<file path="src/rtl/alu_ctrl_pkg.sv">
// Shared definitions for the ALU-sharing controller.
// Holds the ALU function codes, the controller state encoding and the
// owner encoding.
//   Owner codes are one-hot per requester, so an arbiter grant can be
//   copied straight into the owner register.
package alu_ctrl_pkg;

    // ALU function codes
    localparam logic [2:0] FN_ADD  = 3'b000;
    localparam logic [2:0] FN_SUB  = 3'b001;
    localparam logic [2:0] FN_AND  = 3'b010;
    localparam logic [2:0] FN_OR   = 3'b011;
    localparam logic [2:0] FN_XOR  = 3'b100;
    localparam logic [2:0] FN_SHL  = 3'b101;
    localparam logic [2:0] FN_MUL  = 3'b110;
    localparam logic [2:0] FN_HOLD = 3'b111;

    // Owner encoding (one-hot per requester, 00 = nobody)
    localparam logic [1:0] OWN_NONE = 2'b00;
    localparam logic [1:0] OWN_REQ0 = 2'b01;
    localparam logic [1:0] OWN_REQ1 = 2'b10;

    // Controller states
    typedef enum logic [2:0] {
        ST_IDLE  = 3'd0,
        ST_CLEAR = 3'd1,
        ST_ISSUE = 3'd2,
        ST_EXEC  = 3'd3,
        ST_RESP  = 3'd4
    } state_e;

endpackage

</file>
<file path="src/rtl/rr_arb2.sv">
// Two-way round-robin arbiter.
//   Clock   in   1  clock, posedge
//   Reset   in   1  synchronous, active-high; pointer favours req[0]
//   req     in   2  request vector
//   update  in   1  commit the current grant; pointer then favours the other side
//   grant   out  2  one-hot grant (combinational from req and pointer)
module rr_arb2 (
    input  logic       Clock,
    input  logic       Reset,
    input  logic [1:0] req,
    input  logic       update,
    output logic [1:0] grant
);

    logic prefer_req1_q;

    always_ff @(posedge Clock) begin
        if (Reset) begin
            prefer_req1_q <= 1'b0;
        end else if (update) begin
            // Serving req0 hands priority to req1, serving req1 hands it back.
            prefer_req1_q <= grant[0];
        end
    end

    always_comb begin
        grant = req;
        if (req == 2'b11) begin
            grant = prefer_req1_q ? 2'b10 : 2'b01;
        end
    end

endmodule

</file>
<file path="src/rtl/alu_share_ctrl.sv">
// Shares one registered accumulator ALU between two requesters.
// A requester owns the ALU for a whole burst (until an op flagged last, or
// until it stalls TIMEOUT cycles); the ALU is cleared at the start of every
// burst and ops are executed one at a time, each result returned as a pulse.
//   Clock, Reset            clock and synchronous active-high reset
//   reqN_valid/data/func/last, reqN_ready   op handshake per requester (N=0,1)
//   respN_valid/result      one-cycle result pulse per requester
//   respN_abort             one-cycle pulse when a stalled burst is dropped
//   alu_reset_b, alu_data, alu_function     drive the shared ALU
//   alu_out                 ALU registered accumulator output
//   owner                   00 none, 01 req0, 10 req1
module alu_share_ctrl
    import alu_ctrl_pkg::*;
#(
    parameter int TIMEOUT = 16
) (
    input  logic       Clock,
    input  logic       Reset,
    input  logic       req0_valid,
    input  logic [3:0] req0_data,
    input  logic [2:0] req0_func,
    input  logic       req0_last,
    output logic       req0_ready,
    input  logic       req1_valid,
    input  logic [3:0] req1_data,
    input  logic [2:0] req1_func,
    input  logic       req1_last,
    output logic       req1_ready,
    output logic       resp0_valid,
    output logic [7:0] resp0_result,
    output logic       resp0_abort,
    output logic       resp1_valid,
    output logic [7:0] resp1_result,
    output logic       resp1_abort,
    output logic       alu_reset_b,
    output logic [3:0] alu_data,
    output logic [2:0] alu_function,
    input  logic [7:0] alu_out,
    output logic [1:0] owner
);

    localparam int TMO_W = (TIMEOUT > 1) ? $clog2(TIMEOUT + 1) : 1;
    localparam logic [TMO_W-1:0] TMO_LAST = (TIMEOUT > 0) ? TMO_W'(TIMEOUT - 1) : '0;

    state_e           state_q, state_n;
    logic [1:0]       owner_q, owner_n;
    logic             last_q, last_n;
    logic [TMO_W-1:0] tmo_q, tmo_n;

    logic [1:0]       grant;
    logic             arb_update;

    logic             own_valid;
    logic             own_last;
    logic [3:0]       own_data;
    logic [2:0]       own_func;
    logic             hs;

    logic [1:0]       ready_q, ready_n;
    logic [1:0]       resp_q, resp_n;
    logic [1:0]       abort_q, abort_n;
    logic             alu_reset_b_q, alu_reset_b_n;
    logic [3:0]       alu_data_q, alu_data_n;
    logic [2:0]       alu_func_q, alu_func_n;

    rr_arb2 u_arb (
        .Clock  (Clock),
        .Reset  (Reset),
        .req    ({req1_valid, req0_valid}),
        .update (arb_update),
        .grant  (grant)
    );

    // Select the current owner's request signals.
    always_comb begin
        own_valid = req0_valid;
        own_last  = req0_last;
        own_data  = req0_data;
        own_func  = req0_func;
        if (owner_q[1]) begin
            own_valid = req1_valid;
            own_last  = req1_last;
            own_data  = req1_data;
            own_func  = req1_func;
        end
    end

    assign hs = (state_q == ST_ISSUE) && own_valid && ((ready_q & owner_q) != 2'b00);

    // Next state and next values of all registered outputs. Outputs are
    // derived from the next state so they line up with the state they
    // belong to in the same cycle.
    always_comb begin
        state_n    = state_q;
        owner_n    = owner_q;
        last_n     = last_q;
        tmo_n      = '0;
        arb_update = 1'b0;
        abort_n    = 2'b00;
        alu_data_n = alu_data_q;
        alu_func_n = FN_HOLD;

        case (state_q)
            ST_IDLE: begin
                if (grant != 2'b00) begin
                    owner_n    = grant;
                    arb_update = 1'b1;
                    state_n    = ST_CLEAR;
                end
            end
            ST_CLEAR: begin
                state_n = ST_ISSUE;
            end
            ST_ISSUE: begin
                if (hs) begin
                    // The ALU input registers double as the op capture registers.
                    last_n     = own_last;
                    alu_data_n = own_data;
                    alu_func_n = own_func;
                    state_n    = ST_EXEC;
                end else if (TIMEOUT != 0 && tmo_q == TMO_LAST) begin
                    abort_n = owner_q;
                    owner_n = OWN_NONE;
                    state_n = ST_IDLE;
                end else begin
                    tmo_n = tmo_q + 1'b1;
                end
            end
            ST_EXEC: begin
                state_n = ST_RESP;
            end
            ST_RESP: begin
                if (last_q) begin
                    owner_n = OWN_NONE;
                    state_n = ST_IDLE;
                end else begin
                    state_n = ST_ISSUE;
                end
            end
            default: begin
                owner_n = OWN_NONE;
                state_n = ST_IDLE;
            end
        endcase

        ready_n       = (state_n == ST_ISSUE) ? owner_n : 2'b00;
        resp_n        = (state_n == ST_RESP)  ? owner_n : 2'b00;
        alu_reset_b_n = (state_n != ST_CLEAR);
    end

    // State and output registers
    always_ff @(posedge Clock) begin
        if (Reset) begin
            state_q       <= ST_IDLE;
            owner_q       <= OWN_NONE;
            tmo_q         <= '0;
            ready_q       <= 2'b00;
            resp_q        <= 2'b00;
            abort_q       <= 2'b00;
            alu_reset_b_q <= 1'b0;
            alu_data_q    <= 4'h0;
            alu_func_q    <= FN_HOLD;
        end else begin
            state_q       <= state_n;
            owner_q       <= owner_n;
            tmo_q         <= tmo_n;
            ready_q       <= ready_n;
            resp_q        <= resp_n;
            abort_q       <= abort_n;
            alu_reset_b_q <= alu_reset_b_n;
            alu_data_q    <= alu_data_n;
            alu_func_q    <= alu_func_n;
        end
    end

    // Last-op flag is only read in RESP, which always follows a capture.
    always_ff @(posedge Clock) begin
        last_q <= last_n;
    end

    assign req0_ready   = ready_q[0];
    assign req1_ready   = ready_q[1];
    assign resp0_valid  = resp_q[0];
    assign resp1_valid  = resp_q[1];
    assign resp0_abort  = abort_q[0];
    assign resp1_abort  = abort_q[1];
    assign alu_reset_b  = alu_reset_b_q;
    assign alu_data     = alu_data_q;
    assign alu_function = alu_func_q;
    assign owner        = owner_q;

    // alu_out is itself a register output of the ALU and is only valid in
    // the RESP cycle, so it is gated by the registered pulse rather than
    // re-registered (which would add a cycle of latency).
    assign resp0_result = resp_q[0] ? alu_out : 8'h00;
    assign resp1_result = resp_q[1] ? alu_out : 8'h00;

endmodule
</file>
<file path="config.mk">
export PLATFORM = sky130hd
export DESIGN_NAME = alu_share_ctrl
export DESIGN_NICKNAME = d
export VERILOG_FILES = /design/src/rtl/alu_ctrl_pkg.sv /design/src/rtl/rr_arb2.sv /design/src/rtl/alu_share_ctrl.sv
export SDC_FILE = /design/constraint.sdc
export NUM_CORES = 1
export LEC_CHECK = 0
export BUFFER_PORTS_ARGS = -buffer_cell sky130_fd_sc_hd__buf_2
export CAP_MARGIN = 20
export CORE_ASPECT_RATIO = 1.1
export CORE_UTILIZATION = 48
export CTS_CLUSTER_DIAMETER = 40
export CTS_CLUSTER_SIZE = 25
export DETAILED_ROUTE_END_ITERATION = 16
export PLACE_DENSITY_LB_ADDON = 0.05
export SLEW_MARGIN = 20
export SYNTH_ARGS = -nofsm -noshare
export SYNTH_HDL_FRONTEND = slang
export SYNTH_SLANG_ARGS = --single-unit
</file>
<file path="constraint.sdc">
create_clock -name Clock -period 4.2 [get_ports Clock]
set_input_delay 0 -clock Clock [delete_from_list [all_inputs] [get_ports Clock]]
set_output_delay 0 -clock Clock [all_outputs]
set_load 0.01 [all_outputs]
</file>
==> results of run 1 <==
registers in the layout (all words and copies together) (netlist names), 2 cells and up:
signal        cells
ready_q           2
owner             2
tmo_q             5
alu_data          4
state_q           3
abort_q           2
alu_function      3
resp_q            2
worst max-delay path, cell delays in order (launching register included):
cell           delay, ns
dfxtp_1             0.73
nand2_1             0.15
o21ai_1             0.45
and2_0              0.40
a211oi_1            0.14
dlygate4sd3_1       0.59
cell usage after synthesis, types with 2 or more instances:
cell type   n
nor2_1     12
ha_1        2
and2_1     16
mux2i_1     7
inv_1       6
a211oi_1    6
buf_4       2
dfxtp_1    25
and3_1      3
clkbuf_1    2
o21ai_0     2
a21oi_1     8
nor3_1      5
a31oi_1     2
nand2b_1    2
or3_1       2
nand2_1     7
area by class of cell:
cell class	count	area, µm²
Multi-Input combinational cell	95	628
Sequential cell	26	531
Clock buffer	4	47.5
Tap cell	30	37.5
Timing Repair Buffer	72	425
Fill cell	180	628
Inverter	6	22.5
metrics by stage:
step / std cells / worst slack (ns) / power (mW) / cell area, µm²
after floorplan: 133 / 2.66 / 0.342 / 1220
after global placement: 216 / 2.31 / 0.369 / 1510
after detailed placement: 216 / 2.21 / 0.371 / 1510
after CTS: 233 / 1.73 / 0.529 / 1690
after global routing: 233 / 1.48 / 0.554 / 1690
final: 233 / 1.65 / 0.532 / 1690
cells in the final DEF, fill, tap and decap left out, types with 2 or more instances in the layout:
cell / count
buf_2: 59
dfxtp_1: 25
and2_1: 16
dlygate4sd3_1: 13
nor2_1: 12
a21oi_1: 8
nand2_1: 7
mux2i_1: 7
inv_1: 6
a211oi_1: 6
nor3_1: 5
and3_1: 3
clkbuf_4: 3
or3_1: 2
o21ai_0: 2
nand2b_1: 2
a31oi_1: 2
ha_1: 2
how the worst min path moves through the flow:
| stage | startpoint | end | cells past startpoint |
|---|---|---|---|
| final | req0_data[2] | alu_data[2]$_SDFFE_PP0P_ | 3 |
| after global placement | req0_func[2] | alu_function[2]$_SDFF_PP1_ | 3 |
| after floorplan | req0_func[0] | alu_function[0]$_SDFF_PP1_ | 2 |
| after CTS | req1_data[0] | alu_data[0]$_SDFFE_PP0P_ | 3 |
| after detailed placement | req0_func[1] | alu_function[1]$_SDFF_PP1_ | 3 |
| after global routing | req0_data[2] | alu_data[2]$_SDFFE_PP0P_ | 3 |
power groups by stage:
stage / Clock [mW] / Sequential (mW) / Combinational, mW
finish: 0.152 / 0.277 / 0.104
global route: 0.162 / 0.279 / 0.113
CTS: 0.151 / 0.276 / 0.102
detailed placement: 0 / 0.282 / 0.0889
global placement: 0 / 0.282 / 0.0875
floorplan: 0 / 0.272 / 0.0700
cells by family after synthesis:
kind of cell | count (synthesis) | synth area share [%]
simple gates | 57 | 27.0
compound gates | 26 | 14.4
flops | 26 | 43.5
buf+inv | 12 | 5.02
mux | 8 | 6.67
xor+xnor | 2 | 1.44
fa+ha+maj | 2 | 2.05
metal layers:
metal,part of all wire [%],vias to the layer above,GRT usage (%)
li1,-,607,-
met1,44,557,27.3
met2,48,46,42.2
met3,6.1,7,5.00
met4,1.6,0,9.52
met5,0,-,0
==> flow_summary.ini, run 1 <==
[pwr]
sw_frac_of_total_pct = 28.1
combPwrFrac_pct = 19.5
pwr-share-clk_pct = 28.5
intPower_mw = 0.383
p_leak_nw = 0.789
ir_drop_mv = 0.280
p_seq_share_pct = 52.0
p_sw_mw = 0.150
p_per_area_nw_per_um2 = 315

[critical_path]
cp-startpoint = owner[1]$_SDFF_PP0_
worstPathRequired_ns = 4.44
worst_setup_path_end_kind = register
r2r_slack_ns = 1.65
reg2reg_to = alu_data[3]$_SDFFE_PP0P_
reg2reg_from = owner[1]$_SDFF_PP0_
critPathKind = register to register
rr_worst_depth = 5
cp-endpoint = alu_data[3]$_SDFFE_PP0P_
cp.arrival_ns = 2.78
cp_max_fo = 13
setup.worst_path.start_class = register

[detailed_routing]
post-route-drc-count = 0
postRouteWirelength_mm = 3.12
via_per_inst = 5.22
firstDrtPassIters = 3
vias = 1217
wl_per_cell_um = 13.4
drtIter0Drc = 14
ant_nets = 0

[logic_synthesis]
synthArstFlopShare_pct = 0
syn_area_um2 = 1220
ys_types = 41
yosysTopAreaCellShare_pct = 41.0
synth-edff-count = 1
yosys_warnings = 0
ys_top_cells_by_area = dfxtp_1 (41%), and2_1 (8.2%), mux2i_1 (5.7%)
postSynthCellCount = 133
syn_nets = 163
synth_seq_cells = 26
yosysTopAreaCell = dfxtp_1
ys.flop_type = dfxtp_1
yosysSeqAreaShare_pct = 43.5
syn_area_per_cell_um2 = 9.17

[grt]
antenna_found_initial = 0
grt_start_max_net_pins = 16
grt_pass1_vias = 1080
grtUsageTotal_pct = 23.5
grt_pass1_wl_mm = 4.77
grt_overflow = 0

[worst_hold_path]
hp-class = input port to register

[clocking]
cts-root-buf = clkbuf_4
cts_tree = done
insertion_delay_ns = 0.33
cts-resized-gates = 0
clock_sinks = 26
cts_buffer_depth = 2
ctsHoldBuffers = 13
h-tree-depth = 1
clk_pin_slew_ns = 0.15
post_cts_buffers = 0
cts_made_buffers = 3

[floorplanning]
dieHeight_um = 54.9
start_util_pct = 52.6
placementRows = 18
io_pins = 60
die_w_um = 50.1
core_area_um2 = 2320
dieArea_um2 = 2750

[timing]
hold_violations = 0
holdWs_ns = 0.00958
post-route-period-util_pct = 60.6
maxSlewHeadroom_pct = 60.1
fmax_mhz = 393
slew_viol_final = 0
worst_pin_slew_ns = 0.598
rsz0062_at_grt = false
finalCriticalPeriod_ns = 2.55
setup-violations-final = 0
setup_tns_ns = 0
skew_ns = 0.00703

[cells_and_area]
diodes = 0
syn_to_final_growth_pct = 38.7
fin_util_pct = 72.9
drive_gt1_share_pct = 33.0
final_nets = 234

[outcome]
outcome = complete, no violations

[placed_design]
port_buffers = 59
dp_hpwl_mm = 2.09
gp_congestion = 0.817

[flow_run]
drv_cap = 0
Power figures use the tool's default switching activity.
==> run 2, diff against run 1 <==
Settings changed: CORE_UTILIZATION 48 to 45.
Clock period 4.2 ns to 2.6 ns, I/O delays scaled along.
==> flow_summary.ini, run 2 (same netlist as run 1, synthesis figures left out) <==
[flow_run]
drv_cap = 0

[critical_path]
cp.arrival_ns = 2.54
reg2reg_from = owner[0]$_SDFF_PP0_
rr_worst_depth = 5
worst_setup_path_end_kind = register
reg2reg_to = alu_data[2]$_SDFFE_PP0P_
setup.worst_path.start_class = register
crit_path_top_delay_cell = dlygate4sd3_1
r2r_slack_ns = 0.30
cp_max_fo = 9
worstPathRequired_ns = 2.84
crit_chain = a21oi_1 -> o21ai_1 -> and2_0 -> a211oi_1 -> dlygate4sd3_1
critPathKind = register to register
slowest_delay_ns = 0.57

[clocking]
cts_buffer_depth = 2
insertion_delay_ns = 0.33
h-tree-depth = 1
cts_tree = done
cts-root-buf = clkbuf_4
cts-resized-gates = 0
clock_sinks = 26
post_cts_buffers = 0
cts_made_buffers = 3
clk_pin_slew_ns = 0.14

[detailed_routing]
drtIter0Drc = 23
vias = 1210
firstDrtPassIters = 4
via_per_inst = 5.13
wl_per_cell_um = 12.6
post-route-drc-count = 0
postRouteWirelength_mm = 2.98
ant_nets = 0

[floorplanning]
die_w_um = 51.6
core_area_um2 = 2540
placementRows = 19
dieArea_um2 = 2920
io_pins = 60
dieHeight_um = 56.6
start_util_pct = 48.0

[placed_design]
gp_congestion = 0.901
dp_hpwl_mm = 2.10
port_buffers = 59
dp_cells = 218

[timing]
post-route-period-util_pct = 88.5
rsz0062_at_grt = false
finalCriticalPeriod_ns = 2.30
setup-violations-final = 0
worst_pin_slew_ns = 0.574
skew_ns = 0.00496
slew_viol_final = 0
fmax_mhz = 435
setup_tns_ns = 0
hold_violations = 0
maxSlewHeadroom_pct = 61.5

[outcome]
outcome = complete, no violations

[cells_and_area]
fill_cells = 229
regMostFlops = tmo_q
final_cells = 236
largest_register_ffs = 5
diodes = 0
drive_gt1_share_pct = 33.2
mostFrequentLayoutCell = buf_2
final_nets = 236
syn_to_final_growth_pct = 39.3
mostFrequentLayoutCells = buf_2 (59), dfxtp_1 (25), and2_1 (16)

[grt]
antenna_found_initial = 0
grt_pass1_vias = 1178
grt_overflow = 0
grt_pass1_wl_mm = 4.90
grtUsageTotal_pct = 22.5
grt_start_max_net_pins = 15

[worst_hold_path]
hold_start = req0_data[1]
worstHoldPathCells = 3
hp-class = input port to register
whs_endpoint = alu_data[1]$_SDFFE_PP0P_

[pwr]
p_leak_nw = 0.793
p_per_area_nw_per_um2 = 483
ir_drop_mv = 0.358
-- run 2: changes by cell type in the layout (fill, tap and decap cells not counted), sizes merged --
cell / delta
buf: +1
dlygate4sd3: +1
-- run 2: layout make-up --
type	instances	area [µm²]	share of cell area, %
Inverter	6	22.5	1.33
Tap cell	31	38.8	2.28
Timing Repair Buffer	74	443	26.1
Multi-Input combinational cell	95	628	37.0
Sequential cell	26	531	31.2
Clock buffer	4	36.3	2.14
-- run 2: routing by layer --
layer	part of all wire, %	track usage, %
met4	1.5	9.65
met1	40	24.7
met2	53	40.6
met3	5.6	4.61
met5	0	0
-- run 2: how the worst max path moves through the flow --
stage / startpoint / to / slack (ns) / cells after the start
floorplan: tmo_q[0]$_SDFF_PP0_ / owner[0]$_SDFF_PP0_ / 1.06 / 6
global placement: owner[1]$_SDFF_PP0_ / last_q$_DFFE_PP_ / 0.87 / 3
detailed placement: owner[0]$_SDFF_PP0_ / last_q$_DFFE_PP_ / 0.83 / 3
CTS: owner[1]$_SDFF_PP0_ / alu_data[2]$_SDFFE_PP0P_ / 0.33 / 5
global route: owner[1]$_SDFF_PP0_ / alu_data[2]$_SDFFE_PP0P_ / 0.22 / 5
finish: owner[0]$_SDFF_PP0_ / alu_data[2]$_SDFFE_PP0P_ / 0.30 / 5
-- run 2: power breakdown --
group	internal, mW	leakage, nW	total (mW)	switching [mW]
registers	0.418	0.212	0.441	0.0239
clock network	0.0859	0.0210	0.209	0.123
logic	0.0855	0.561	0.171	0.0852
-- run 2: what timing repair did --
item | 4_1_cts | 5_1_grt
endpoints found under the setup margin | 0 | 0
endpoints found under the hold margin | 12 | 0
hold buffers | 14 | 0
-- run 2: per-stage QoR --
stage               hold WS [ns]  utilization [%]  setup WS [ns]  total power, mW  area [µm²]
floorplan                  0.124                -           1.06            0.553        1220
global placement           0.209             59.9          0.868            0.596        1520
detailed placement         0.215             59.9          0.832            0.599        1520
CTS                      0.00263             66.8          0.334            0.826        1700
global route              0.0248             66.8          0.219            0.864        1700
finish                   0.00553             66.8          0.300            0.821        1700
-- run 2: worst max-delay path, delay by kind of cell (launching register included) --
family | cells | cell delay, ns
buffers and inverters | 1 | 0.57
DFF | 1 | 0.46
AOI/OAI and AO/OA | 3 | 0.73
and+or+nand+nor | 1 | 0.44
==> run 3, diff against run 2 <==
==> constraint.sdc (replaced) <==
create_clock -name Clock -period 2.6 [get_ports Clock]
set_input_delay 0.13 -clock Clock [delete_from_list [all_inputs] [get_ports Clock]]
set_output_delay 0.13 -clock Clock [all_outputs]
set_load 0.01 [all_outputs]
==> flow_summary.ini, run 3 (same netlist as run 1, synthesis figures left out) <==
[outcome]
outcome = complete, no violations

[floorplanning]
core_area_um2 = 2540
dieArea_um2 = 2920
placementRows = 19
start_util_pct = 48.0
die_w_um = 51.6
dieHeight_um = 56.6
io_pins = 60

[pwr]
p_per_area_nw_per_um2 = 503
ir_drop_mv = 0.347
p_leak_nw = 0.749

[critical_path]
worst_setup_path_end_kind = register
critPathKind = register to register
setup.worst_path.start_class = register
cp.arrival_ns = 1.78
worstPathRequired_ns = 2.62
reg2reg_from = owner[0]$_SDFF_PP0_
cp_max_fo = 9
rr_worst_depth = 3
cp-startpoint = owner[0]$_SDFF_PP0_

[detailed_routing]
wl_per_cell_um = 12.0
firstDrtPassIters = 4
post-route-drc-count = 0
drtIter0Drc = 24
ant_nets = 0
vias = 1173
via_per_inst = 5.19
postRouteWirelength_mm = 2.72

[clocking]
insertion_delay_ns = 0.33
clock_sinks = 26
post_cts_buffers = 0
cts_made_buffers = 3
cts_tree = done
h-tree-depth = 1
cts_buffer_depth = 2
cts-root-buf = clkbuf_4
clk_pin_slew_ns = 0.14

[grt]
grt_start_max_net_pins = 15
grt_pass1_vias = 1072
grt_overflow = 0
grtUsageTotal_pct = 20.8
antenna_found_initial = 0
grt_pass1_wl_mm = 4.51

[cells_and_area]
final_nets = 226
fin_area_um2 = 1600
regMostFlops = tmo_q
mostFrequentLayoutCell = buf_2
diodes = 0
syn_to_final_growth_pct = 31.1
largest_register_ffs = 5
drive_gt1_share_pct = 34.9
mostFrequentLayoutCells = buf_2 (59), dfxtp_1 (25), and2_1 (16)

[timing]
worst_pin_slew_ns = 0.559
post-route-period-util_pct = 67.9
fmax_mhz = 567
finalCriticalPeriod_ns = 1.76
rsz0062_at_grt = false
skew_ns = 0.00749
setup_tns_ns = 0
slew_viol_final = 0
maxSlewHeadroom_pct = 62.5
hold_violations = 0
setup-violations-final = 0

[worst_hold_path]
worstHoldPathCells = 3
hp-class = input port to register
hold_start = req0_func[0]

[placed_design]
port_buffers = 59
dp_hpwl_mm = 2.10
post_dp_cell_area_um2 = 1520
gp_congestion = 0.901

[flow_run]
drv_cap = 0
[run 3: timing repair]
item / CTS / global route
endpoints found under the hold margin: 2 / 0
hold buffers: 4 / 0
resized for setup: 0 / 0
[run 3: routing by layer]
layer	share of wire [%]	routed length, µm	vias to the layer above	global-route usage, %
li1	-	-	592	-
met5	0	0	-	0
met4	1.7	47	0	9.65
met3	6.8	184	5	4.07
met1	41	1110	524	24.5
met2	51	1390	52	35.3
[run 3: cell type report]
cell class                      count  area (µm²)
Sequential cell                    26         531
Inverter                            6        22.5
Clock buffer                        4        36.3
Timing Repair Buffer               64         343
Fill cell                         239         945
Multi-Input combinational cell     95         628
Tap cell                           31        38.8
[run 3: power by group]
group	leakage, nW	internal, mW	switching, mW
clock network	0.0210	0.0858	0.121
logic	0.516	0.0741	0.0823
registers	0.212	0.418	0.0235
total	0.749	0.577	0.227
[run 3: metrics by stage]
stage	setup WS, ns	std cells	total power [mW]	util, %	hold WS (ns)
2_1_floorplan	1.06	133	0.553	-	0.254
3_3_place_gp	0.868	218	0.596	59.9	0.339
3_5_place_dp	0.832	218	0.599	59.9	0.345
4_1_cts	0.798	226	0.813	62.9	0.00634
5_1_grt	0.724	226	0.847	62.9	0.00318
6_report	0.835	226	0.804	62.9	0.0152
[run 3: path summary, 6_finish.rpt]
kind / slack [ns] / endpoint
min reg2reg: 0.46 / tmo_q[0]$_SDFF_PP0_
max: 0.84 / last_q$_DFFE_PP_
min: 0.02 / alu_function[0]$_SDFF_PP1_
max reg2reg: 0.84 / last_q$_DFFE_PP_
[run 3: worst max-delay path, cell delays in order, from the launching register on]
cell	delay [ns]
dfxtp_1	0.45
a21oi_1	0.12
o21ai_1	0.46
and2_0	0.42
